===== src/rtl/ps2_key_decoder.sv =====
// PS/2 key event decoder.
// Pops raw scan-code bytes from the ps2_keyboard FIFO, folds the E0/F0
// prefixes into complete key events, tracks the shift/ctrl/alt modifiers,
// optionally drops typematic repeats of the held key, counts key presses,
// and queues events in a first-word fall-through FIFO with valid/ready.
module ps2_key_decoder #(
    parameter int FIFO_DEPTH    = 8,
    parameter int CNT_W         = 8,
    parameter int FILTER_REPEAT = 1
) (
    input  logic             clk,
    input  logic             clrn,
    input  logic [7:0]       ps2_data,
    input  logic             ps2_ready,
    input  logic             ps2_overflow,
    output logic             ps2_nextdata_n,
    output logic             evt_valid,
    input  logic             evt_ready,
    output logic [7:0]       evt_code,
    output logic             evt_ext,
    output logic             evt_break,
    output logic [2:0]       evt_mods,
    output logic [CNT_W-1:0] press_cnt,
    output logic             held,
    output logic             err_sticky
);

    localparam int AW = $clog2(FIFO_DEPTH);
    localparam logic [AW:0] DEPTH_C = FIFO_DEPTH[AW:0];

    localparam logic [7:0] BYTE_EXT   = 8'hE0;
    localparam logic [7:0] BYTE_BRK   = 8'hF0;
    localparam logic [7:0] KEY_LSHIFT = 8'h12;
    localparam logic [7:0] KEY_RSHIFT = 8'h59;
    localparam logic [7:0] KEY_CTRL   = 8'h14;
    localparam logic [7:0] KEY_ALT    = 8'h11;

    typedef enum logic {
        IDLE,
        GAP
    } state_t;

    typedef struct packed {
        logic [2:0] mods;
        logic       ext;
        logic       brk;
        logic [7:0] code;
    } evt_t;

    state_t          state;
    logic            ext_f;
    logic            brk_f;
    logic [2:0]      mods;
    logic [8:0]      last_key;

    evt_t            mem [FIFO_DEPTH];
    logic [AW-1:0]   wr_ptr;
    logic [AW-1:0]   rd_ptr;
    logic [AW:0]     count;

    logic            full;
    logic            capture;
    logic            is_ext_byte;
    logic            is_brk_byte;
    logic            is_key;
    logic [8:0]      key;
    logic            key_match;
    logic            drop;
    logic            push;
    logic            pop;
    logic [2:0]      mods_next;
    evt_t            new_evt;
    evt_t            head;

    // Fetch handshake: a byte is taken only when there is room to store its event.
    always_comb begin
        full           = (count == DEPTH_C);
        capture        = (state == IDLE) && ps2_ready && !full;
        ps2_nextdata_n = !(clrn && capture);
    end

    // Byte classification, modifier update and repeat filtering for the captured byte.
    always_comb begin
        is_ext_byte = (ps2_data == BYTE_EXT);
        is_brk_byte = (ps2_data == BYTE_BRK);
        is_key      = capture && !is_ext_byte && !is_brk_byte;
        key         = {ext_f, ps2_data};
        key_match   = (key == last_key);

        mods_next = mods;
        if (is_key) begin
            case (ps2_data)
                KEY_LSHIFT, KEY_RSHIFT: mods_next[0] = !brk_f;
                KEY_CTRL:               mods_next[1] = !brk_f;
                KEY_ALT:                mods_next[2] = !brk_f;
                default:                mods_next    = mods;
            endcase
        end

        drop = is_key && !brk_f && (FILTER_REPEAT != 0) && held && key_match;
        push = is_key && !drop;

        new_evt.mods = mods_next;
        new_evt.ext  = ext_f;
        new_evt.brk  = brk_f;
        new_evt.code = ps2_data;
    end

    // Fetch FSM: one capture cycle, then one gap cycle so the source head can advance.
    always_ff @(posedge clk or negedge clrn) begin
        if (!clrn) begin
            state <= IDLE;
        end else begin
            case (state)
                IDLE:    state <= capture ? GAP : IDLE;
                GAP:     state <= IDLE;
                default: state <= IDLE;
            endcase
        end
    end

    // Prefix flags accumulate until a non-prefix byte closes the sequence.
    always_ff @(posedge clk or negedge clrn) begin
        if (!clrn) begin
            ext_f <= 1'b0;
            brk_f <= 1'b0;
        end else if (capture) begin
            if (is_ext_byte) begin
                ext_f <= 1'b1;
            end else if (is_brk_byte) begin
                brk_f <= 1'b1;
            end else begin
                ext_f <= 1'b0;
                brk_f <= 1'b0;
            end
        end
    end

    // Modifier state, held-key tracking and press counting.
    always_ff @(posedge clk or negedge clrn) begin
        if (!clrn) begin
            mods      <= '0;
            last_key  <= '0;
            held      <= 1'b0;
            press_cnt <= '0;
        end else if (is_key) begin
            mods <= mods_next;
            if (!brk_f) begin
                if (!drop) begin
                    last_key  <= key;
                    held      <= 1'b1;
                    press_cnt <= press_cnt + 1'b1;
                end
            end else if (key_match) begin
                held <= 1'b0;
            end
        end
    end

    // Sticky record of any upstream FIFO overflow.
    always_ff @(posedge clk or negedge clrn) begin
        if (!clrn) begin
            err_sticky <= 1'b0;
        end else if (ps2_overflow) begin
            err_sticky <= 1'b1;
        end
    end

    // Event storage; contents are don't-care while empty because outputs are gated.
    always_ff @(posedge clk) begin
        if (push) begin
            mem[wr_ptr] <= new_evt;
        end
    end

    // FIFO pointers and occupancy.
    always_ff @(posedge clk or negedge clrn) begin
        if (!clrn) begin
            wr_ptr <= '0;
            rd_ptr <= '0;
            count  <= '0;
        end else begin
            if (push) begin
                wr_ptr <= wr_ptr + 1'b1;
            end
            if (pop) begin
                rd_ptr <= rd_ptr + 1'b1;
            end
            case ({push, pop})
                2'b10:   count <= count + 1'b1;
                2'b01:   count <= count - 1'b1;
                default: count <= count;
            endcase
        end
    end

    // Fall-through head; fields read zero whenever the FIFO is empty.
    always_comb begin
        evt_valid = (count != '0);
        pop       = evt_valid && evt_ready;
        head      = mem[rd_ptr];
        evt_code  = evt_valid ? head.code : '0;
        evt_ext   = evt_valid ? head.ext  : 1'b0;
        evt_break = evt_valid ? head.brk  : 1'b0;
        evt_mods  = evt_valid ? head.mods : '0;
    end

endmodule


===== config.mk =====
export PLATFORM = sky130hd
export DESIGN_NAME = ps2_key_decoder
export DESIGN_NICKNAME = d
export VERILOG_FILES = /design/src/rtl/ps2_key_decoder.sv
export SDC_FILE = /design/constraint.sdc
export NUM_CORES = 1
export LEC_CHECK = 0
export ABC_AREA = 1
export ABC_CLOCK_PERIOD_IN_PS = 3100
export CAP_MARGIN = 5
export CORE_MARGIN = 4
export CORE_UTILIZATION = 50
export CTS_BUF_LIST = sky130_fd_sc_hd__clkbuf_8
export DETAILED_ROUTE_END_ITERATION = 16
export PLACE_DENSITY = 0.78
export SETUP_SLACK_MARGIN = 0.05
export SYNTH_ARGS = -nofsm -noshare
export SYNTH_HDL_FRONTEND = slang
export SYNTH_SLANG_ARGS = --single-unit

===== constraint.sdc =====
create_clock -name clk -period 3.1 [get_ports clk]
set_input_delay 0.62 -clock clk [delete_from_list [all_inputs] [get_ports clk]]
set_output_delay 0.62 -clock clk [all_outputs]
set_load 0.05 [all_outputs]

; ---- Word-level counts from Yosys, hierarchy flattened
; Memory sizes are Yosys's and may differ from the RTL's.
; Index checks and enable logic that the tools add are counted.
[word_totals]
ff_bits = 35
latch_bits = 0
mem_bits_rw = 104
mem_bits_ro = 0
inputBits = 13
output_inout_bits = 25
elab_cells = 76
n_memories = 1
[op_classes]
add_sub_neg = 5
mul = 0
n_div = 0
order_cmp = 0
eq_ne = 13
n_shift = 0
n_mux = 19
bitwise = 4
n_reduce_logical = 23
[mem_list]
columns = memory, words, width, rd, rd_clocked_by_memory_dff, write_ports, line_no
row1 = mem, 8, 13, 1, 0, 1, 56  ; evt_t mem [FIFO_DEPTH];
[op_table]
columns = operator, n
row1 = "8-bit by 5-bit == test with 1-bit output, second input constant", 3
row2 = "8-bit == test, second input constant", 2
row3 = 1-bit two-way mux, 14
row4 = 1-bit logical AND, 10
row5 = 9-bit == test, 1
row6 = "8-bit by 1-bit adder with 8-bit output, second input constant", 1
row7 = "8-bit by 7-bit == test with 1-bit output, second input constant", 1
row8 = 8-bit two-way mux, 1
row9 = 4-bit one-hot mux with 2 select lines, 1
row10 = "3-bit by 1-bit adder with 3-bit output, second input constant", 2
row11 = 1-bit logical NOT, 6
row12 = 3-bit two-way mux, 2
row13 = 3-bit AND reduction, 2
row14 = "4-bit by 1-bit adder with 4-bit output, second input constant", 1
row15 = "4-bit == test, second input constant", 1
row16 = "2-bit != test, second input constant", 2
row17 = 1-bit inverter, 4
row18 = 2-bit AND reduction, 2
row19 = 4-bit nonzero test, 1
row20 = "4-bit by 1-bit subtractor with 4-bit output, second input constant", 1
row21 = "2-bit by 1-bit == test with 1-bit output, second input constant", 1
row22 = "2-bit == test, second input constant", 1
row23 = "2-bit by 1-bit != test with 1-bit output, second input constant", 1
row24 = 1-bit one-hot mux with 2 select lines, 1
row25 = 2 further kinds, 2

; ---- Logic depth before layout (Yosys ltp)
; Gate-level depths: netlist of the first run.
[logic_depth]
depth_word = 12
depth_mapped = 15
mapped_depth_nobuf = 15

; ---- Worst setup path before layout of the first run
; Ideal clock, no wire load.
[synth_timing]
path_kind = register to output
startpoint = reg count[2]
endpoint = out evt_code[0]
t_arrival_ps = 2227
required_time_ps = 2480
setup_slack_ps = 253
stages_incl_launch_ff = 6
n_path_buf = 1
path_cell_list = dfrtp_1 -> inv_1 -> nand3_1 -> clkbuf_1 -> o21ai_0 -> a31oi_1
[synth_via]
elab_chain_cells = 2
[synth_lines]
columns = element, line_no
row1 = from (decl), 59  ; logic [AW:0] count;
row2 = from (signal assigned), 190  ; 2'b10: count <= count + 1'b1;
row3 = from (signal assigned), 191  ; 2'b01: count <= count - 1'b1;
row4 = from (signal assigned), 192  ; default: count <= count;
row5 = 4-bit nonzero test, 199  ; evt_valid = (count != '0);
row6 = named net evt_valid, 17  ; output logic evt_valid,
row7 = 8-bit two-way mux, 202  ; evt_code = evt_valid ? head.code : '0;
row8 = to (decl), 19  ; output logic [7:0] evt_code,
; The timed path passes the listed nets, and every way through them passes these cells.

; ---- Worst setup path in the final report of the first run
[layout_timing]
startpoint = in ps2_data[1]
endpoint = reg count[2]
[layout_via]
elab_chain_cells = 11
word_cells_on_any_way = 16
[layout_lines]
columns = element, line_no
row1 = from (decl), 13  ; input logic [7:0] ps2_data,
row2 = 8-bit == test, 84  ; is_ext_byte = (ps2_data == BYTE_EXT);
row3 = 1-bit logical NOT, 86  ; is_key = capture && !is_ext_byte && !is_brk_byte;
row4 = 1-bit logical AND (2 in a row), 86
row5 = 1-bit logical AND (3 in a row), 100  ; drop = is_key && !brk_f && (FILTER_REPEAT != 0) && held && key_match;
row6 = 1-bit logical NOT, -
row7 = 1-bit logical AND *, 101  ; push = is_key && !drop;
row8 = 2-bit by 1-bit == test with 1-bit output or 2-bit == test (tied branches), 189  ; case ({push, pop})
row9 = 4-bit one-hot mux with 2 select lines or 2-bit nonzero test (tied branches), -
; Mark *: on every way between the ends. The rest lies on a longest branch, timed or not.
; A chain may end at the register's enable or synchronous reset.

==> impl_metrics.tcl, run 1 <==
set metrics [dict create \
    status "finished, final reports clean" \
    wirelength_mm 13.5 \
    detailed_place_hpwl_mm 8.50 \
    ios 38 \
    final_nets 630 \
    clk_path_buf_depth 2 \
    worst_ep_required_time_ps 3410 \
    power.density_mw_per_mm2 1030 \
    ant_nets 0 \
    antenna_found_initial 0 \
    synth_seq_cells 139 \
    fin_worst_hold_slack_ps 250 \
    core_sq_mm 0.0116 \
    worst_path_dominant_cell_family "buffers and inverters" \
    port-buffer-count 37 \
    ys_warn_count 0 \
    wl_per_cell_um 17.7 \
    post_cts.repair.setup_buffers 0 \
    criticalPathCategory "input port to flop" \
    drt_iter0_drc 427 \
    layout.filler_cells 910 \
    dp_slack_ps -72.9 \
    post_cts_hold_buffer_count 0 \
    synth_cells 547 \
    stdcell_count 767 \
    timing_worst_slew_pin_value_ps 973 \
    timing.final.crit_period_ps 2770 \
    first_pass_grt_wire_length_mm 21.8 \
    postLayoutSetupSlackWorst_ps 331 \
    crit_buf_inv 3 \
    vdd_drop_max_mv 0.836 \
    clk_latency_ps 430 \
    post-place-cells 735 \
    area_growth_pct 18.9 \
    finalHoldViolCount 0 \
    first_global_vias 4228 \
    clock_tree_from_tritoncts "yes" \
    grt_start_max_net_pins 49 \
    leakage_nw 2.74 \
    cts.repair.resized 0 \
    hold_class "input port to async pin" \
    floorplan.initialDensity_pct 51.9 \
    timing.final.max_slew_violations 0 \
    syn_area_per_cell_sq_um 11.0 \
    vias_post_dr 4311 \
    dr.pass1.iters 5 \
    drv_cap 0 \
    remaining_drc_errors 0 \
    fp.dieW_um 118 \
    die_area_sq_mm 0.0138 \
    antenna_cells_inserted 0 \
    numCtsBuffers 17 \
    slew_headroom_pct 34.6 \
    rows 39 \
    crit_path_cell_chain "clkdlybuf4s50_1 > inv_1 > nand2_1 > nor2_1 > nand2_1 > nand3_4 > inv_2 > nand2_2 > ha_1 > xor2_1 > ha_1 > a21oi_1 > xnor2_1 > o21ai_0" \
    register_area_share_after_synthesis_pct 66.7 \
    cts.root.buffer_cell "sky130_fd_sc_hd__clkbuf_8" \
    timing.critical_path.from_type "input port" \
    critical-path-max-stage-delay_ps 630 \
    final.period_utilization_pct 89.3 \
    htree_num_levels 4 \
    globalplace.congestion 0.884 \
    crit_fanout 8 \
    synthesis.area_sq_mm 0.00600 \
    clock_skew_after_layout_ps 10.4 \
    synthesis.nets 566 \
    power.total_w 0.00735 \
    grtUsageTotal_pct 20.0 \
    clock_sinks 139 \
    floorplan.die.height_um 118 \
    finalCoreUtilization_pct 61.7 \
    synth.lib_cells_used.distinct 32 \
    rsz0062_at_grt "false" \
    fmax_ghz 0.361 \
    cp.arrival_ps 3080 \
    final_layout_size_suffix_gt1_share_pct 15.2 \
    finalSetupViolations 0 \
    clkSlewWorstSetupHoldPaths_ps 70 \
    drt-vias-per-instance 5.62 \
    critical_path.slowest_cell "sky130_fd_sc_hd__clkdlybuf4s50_1" \
    critical_path.endpoint_type "flop" \
    grt_overflow_total 0 \
]
-- power breakdown --
group	switching (W)	internal, W
sequential	0.000248	0.00237
clock	0.000661	0.000912
combinational	0.00216	0.00100
-- routing by layer --
layer | vias to the layer above | routed length, um | GRT usage (%) | part of all wire [%]
met3 | 19 | 890 | 4.66 | 6.6
met1 | 2091 | 5740 | 26.5 | 42
li1 | 2022 | - | - | -
met4 | 0 | 212 | 6.15 | 1.6
met5 | - | 0 | 0 | 0
met2 | 179 | 6700 | 33.2 | 49
-- final cells by class --
cell class | count | area, sq um | area share, %
Clock buffer | 19 | 262 | 3.67
Sequential cell | 139 | 4000 | 56.1
Tap cell | 143 | 179 | 2.51
Clock inverter | 13 | 175 | 2.46
Multi-Input combinational cell | 356 | 1780 | 25.0
Timing Repair Buffer | 68 | 626 | 8.77
Inverter | 29 | 109 | 1.53
-- state kept, by name, indices dropped and copies added, names as in the netlist --
register and flops:
count 4, press_cnt 8, rd_ptr 3, state 1, ext_f 1, wr_ptr 3
brk_f 1, mem 104, mods 3, err_sticky 1, last_key 9, held 1
-- logic make-up after synthesis --
| family | Yosys count | share of synthesized area [%] |
|---|---|---|
| and+or+nand+nor | 216 | 14.7 |
| adders and majority gates | 6 | 1.25 |
| buffers and inverters | 52 | 3.59 |
| xor gates and xnor gates | 19 | 2.77 |
| AOI/OAI and AO/OA | 115 | 11.0 |
| DFF | 139 | 66.7 |
-- through the flow --
stage	TNS (ps)	cell area, sq um
floorplan	0	6000
global placement	0	6700
detailed placement	-121	6700
CTS	0	7130
global route	0	7130
finish	0	7130
-- synthesized netlist by cell type --
| master | instances | area [sq um] |
|---|---|---|
| sky130_fd_sc_hd__a21oi_1 | 3 | 15.0 |
| sky130_fd_sc_hd__a31oi_1 | 13 | 81.3 |
| sky130_fd_sc_hd__a31oi_4 | 1 | 21.3 |
| sky130_fd_sc_hd__buf_1 | 1 | 3.75 |
| sky130_fd_sc_hd__buf_2 | 4 | 20.0 |
| sky130_fd_sc_hd__buf_6 | 2 | 22.5 |
| sky130_fd_sc_hd__clkbuf_1 | 16 | 60.1 |
| sky130_fd_sc_hd__clkinv_1 | 2 | 7.51 |
| sky130_fd_sc_hd__dfrtp_1 | 35 | 876 |
| sky130_fd_sc_hd__edfxtp_1 | 104 | 3120 |
| sky130_fd_sc_hd__ha_1 | 6 | 75.1 |
| sky130_fd_sc_hd__inv_1 | 24 | 90.1 |
| sky130_fd_sc_hd__inv_2 | 3 | 11.3 |
| sky130_fd_sc_hd__nand2_1 | 89 | 334 |
| sky130_fd_sc_hd__nand2_2 | 1 | 6.26 |
| sky130_fd_sc_hd__nand2_4 | 1 | 11.3 |
| sky130_fd_sc_hd__nand3_1 | 15 | 75.1 |
| sky130_fd_sc_hd__nand3_4 | 1 | 17.5 |
| sky130_fd_sc_hd__nand4_1 | 2 | 12.5 |
| sky130_fd_sc_hd__nor2_1 | 96 | 360 |
| sky130_fd_sc_hd__nor2_2 | 1 | 6.26 |
| sky130_fd_sc_hd__nor2_4 | 1 | 11.3 |
| sky130_fd_sc_hd__nor3_1 | 6 | 30.0 |
| sky130_fd_sc_hd__nor4_1 | 1 | 6.26 |
| sky130_fd_sc_hd__o21ai_0 | 72 | 360 |
| sky130_fd_sc_hd__o21ai_1 | 3 | 15.0 |
| sky130_fd_sc_hd__o21ai_2 | 8 | 70.1 |
| sky130_fd_sc_hd__o22ai_1 | 13 | 81.3 |
| sky130_fd_sc_hd__o31ai_1 | 2 | 15.0 |
| sky130_fd_sc_hd__or2_2 | 2 | 12.5 |
| sky130_fd_sc_hd__xnor2_1 | 11 | 96.3 |
| sky130_fd_sc_hd__xor2_1 | 8 | 70.1 |
-- layout by cell type (no fill, tap or decap), types with 13 or more instances in the layout --
| cell | instances |
|---|---|
| sky130_fd_sc_hd__a31oi_1 | 13 |
| sky130_fd_sc_hd__buf_4 | 40 |
| sky130_fd_sc_hd__clkbuf_8 | 19 |
| sky130_fd_sc_hd__clkdlybuf4s50_1 | 22 |
| sky130_fd_sc_hd__dfrtp_1 | 35 |
| sky130_fd_sc_hd__edfxtp_1 | 104 |
| sky130_fd_sc_hd__inv_1 | 25 |
| sky130_fd_sc_hd__nand2_1 | 89 |
| sky130_fd_sc_hd__nand3_1 | 15 |
| sky130_fd_sc_hd__nor2_1 | 96 |
| sky130_fd_sc_hd__o21ai_0 | 72 |
| sky130_fd_sc_hd__o22ai_1 | 13 |
-- final timing paths --
| check | startpoint | to | slack, ps | depth (start not counted) |
|---|---|---|---|---|
| max in group asynchronous | clrn | wr_ptr[2] | 2530 | 2 |
| worst min-delay path | clrn | mods[1] | 250 | 2 |
| worst max-delay path | ps2_data[1] | count[2] | 330 | 14 |
| worst min register to register | err_sticky | err_sticky | 470 | 1 |
| worst max register to register | ext_f | count[3] | 570 | 14 |
| min in group clk | err_sticky | err_sticky | 470 | 1 |
Power figures use the tool's default switching activity.
==> inputs of run 2 (changes only) <==
Settings changed: CORE_MARGIN 4 to 3.
==> run 2 against run 1 <==
- fmax fell by 0.51%
- global-route usage increased by 1.6 points
- register-to-register slack better by 20 ps
- critical path depth is 7 lower
- first-iteration DRC count fell by 29%
- via count down 0.70%
- sequential power about the same
- clock-buffer cell count down 2
- critical path type is now flop to primary output
==> impl_metrics.tcl, run 2 (synthesis gave the netlist of run 1 again) <==
set metrics [dict create \
    crit_buf_inv 3 \
    grtUsageTotal_pct 21.7 \
    power.share.switching_pct 41.8 \
    timing.critical_path.to "evt_mods[1]" \
    drt-vias-per-instance 5.59 \
    timing.critical_path.from_type "flop" \
    power.total_w 0.00746 \
    critical_path.endpoint_type "primary output" \
    port-buffer-count 37 \
    wirelength_mm 13.7 \
    cts.repair.resized 0 \
    vdd_drop_max_mv 0.756 \
    clock_sinks 139 \
    clock_tree_from_tritoncts "yes" \
    clk_path_buf_depth 2 \
    area_growth_pct 18.9 \
    status "finished, final reports clean" \
    fp.dieW_um 116 \
    rr_startpoint "ext_f" \
    timing_worst_slew_pin_value_ps 967 \
    finalHoldViolCount 0 \
    r2r_cells 14 \
    detailed_place_hpwl_mm 8.48 \
    final_nets 629 \
    cp.arrival_ps 2160 \
    antenna_found_initial 0 \
    crit_path_cell_chain "clkinvlp_4 > buf_12 > o21ai_0 > o22ai_1 > o21ai_0 > a31oi_1 > buf_4" \
    most_common_cell_after_layout_fill_and_taps_aside "sky130_fd_sc_hd__edfxtp_1" \
    numCtsBuffers 17 \
    leakage_nw 2.74 \
    vias_post_dr 4281 \
    final.period_utilization_pct 89.8 \
    ant_nets 0 \
    dr.pass1.iters 5 \
    timing.rr.end "count[3]" \
    critical-path-max-stage-delay_ps 480 \
    power.switching_w 0.00312 \
    critical_path_depth 7 \
    clk_latency_ps 440 \
    crit_fanout 48 \
    timing.final.max_slew_violations 0 \
    hold_class "input port to async pin" \
    max_ffs_per_register 104 \
    first_global_vias 4414 \
    layout_top_registers "mem x104, last_key x9, press_cnt x8" \
    drt_iter0_drc 304 \
    antenna_cells_inserted 0 \
    clock_skew_after_layout_ps 15.3 \
    worst_path_dominant_cell_family "buffers and inverters" \
    cts.root.buffer_cell "sky130_fd_sc_hd__clkbuf_8" \
    floorplan.die.height_um 116 \
    layout.cells.most_common_list "sky130_fd_sc_hd__edfxtp_1, sky130_fd_sc_hd__nor2_1, sky130_fd_sc_hd__nand2_1, sky130_fd_sc_hd__o21ai_0, sky130_fd_sc_hd__buf_4" \
    worst_ep_required_time_ps 2480 \
    fmax_ghz 0.359 \
    first_pass_grt_wire_length_mm 21.9 \
    grt_start_max_net_pins 49 \
    power.density_mw_per_mm2 1040 \
    wl_per_cell_um 17.9 \
    remaining_drc_errors 0 \
    critical_path.slowest_cell "sky130_fd_sc_hd__dfrtp_2" \
    floorplan.initialDensity_pct 51.9 \
    p_int_w 0.00434 \
    finalSetupViolations 0 \
    post_cts.repair.setup_buffers 0 \
    final.setup.tns_ps 0 \
    grt_overflow_total 0 \
    crit_top_cell "sky130_fd_sc_hd__o21ai_0" \
    rows 39 \
    reg2reg_setup_slack_ps 590 \
    final_layout_size_suffix_gt1_share_pct 15.4 \
    die_area_sq_mm 0.0133 \
    ios 38 \
    rsz0062_at_grt "false" \
    fraction_of_power_consumed_by_combinational_cells_pct 42.3 \
    drv_cap 0 \
    clkSlewWorstSetupHoldPaths_ps 80 \
    power_frac_clock_pct 22.4 \
    post_cts_hold_buffer_count 0 \
    slew_headroom_pct 34.8 \
    timing.final.crit_period_ps 2780 \
    core_sq_mm 0.0116 \
    globalplace.congestion 0.886 \
    regMostFlops "mem" \
    htree_num_levels 4 \
    power.share.sequential_pct 35.3 \
    criticalPathCategory "flop to primary output" \
    startpoint "rd_ptr[0]" \
]
[run 2: cell count changes in the layout (fill, tap and decap cells not counted), sizes merged]
cell    change
bufinv      +1
inv         +4
clkbuf      -2
buf         -1
clkinv      -3
[run 2: worst min-delay path by stage]
stage | from | endpoint | slack, ps | cells after the start
after floorplan | clrn | brk_f | 320 | 0
after global placement | mods[0] | mods[0] | 460 | 2
after detailed placement | err_sticky | err_sticky | 470 | 1
after CTS | clrn | rd_ptr[2] | 230 | 2
after global routing | clrn | rd_ptr[2] | 240 | 2
final | clrn | last_key[6] | 230 | 2
[run 2: cell type report]
class | instances | area (sq um)
multi-input cells | 356 | 1780
clock buffers | 17 | 234
inverters | 29 | 113
clock inverters | 15 | 219
fillers | 922 | 4430
repair buffers | 67 | 606
well taps | 143 | 179
flip-flops and latches | 139 | 4000
[run 2: layer usage]
layer,global-route usage (%),vias to the layer above,share of wire [%]
met5,0,-,0
met4,8.29,0,2.4
met3,5.59,26,5.8
met2,36.1,139,49
met1,27.4,2096,42
li1,-,2020,-
[run 2: metrics by stage]
stage / hold slack [ps] / area [sq um] / utilization, % / std cells / worst slack, ps
after floorplan: 324 / 6000 / - / 547 / 253
after global placement: 460 / 6680 / 57.7 / 734 / 110
after detailed placement: 467 / 6680 / 57.7 / 734 / 12.9
after CTS: 232 / 7130 / 61.6 / 766 / 151
after global routing: 243 / 7130 / 61.7 / 766 / 162
final: 234 / 7130 / 61.7 / 766 / 317
[run 2: power by group through the flow]
stage	logic (W)	registers, W	clock network, W
after floorplan	0.00214	0.00266	0
after global placement	0.00305	0.00264	0
after detailed placement	0.00315	0.00266	0
after CTS	0.00316	0.00263	0.00169
after global routing	0.00343	0.00267	0.00177
final	0.00315	0.00263	0.00167
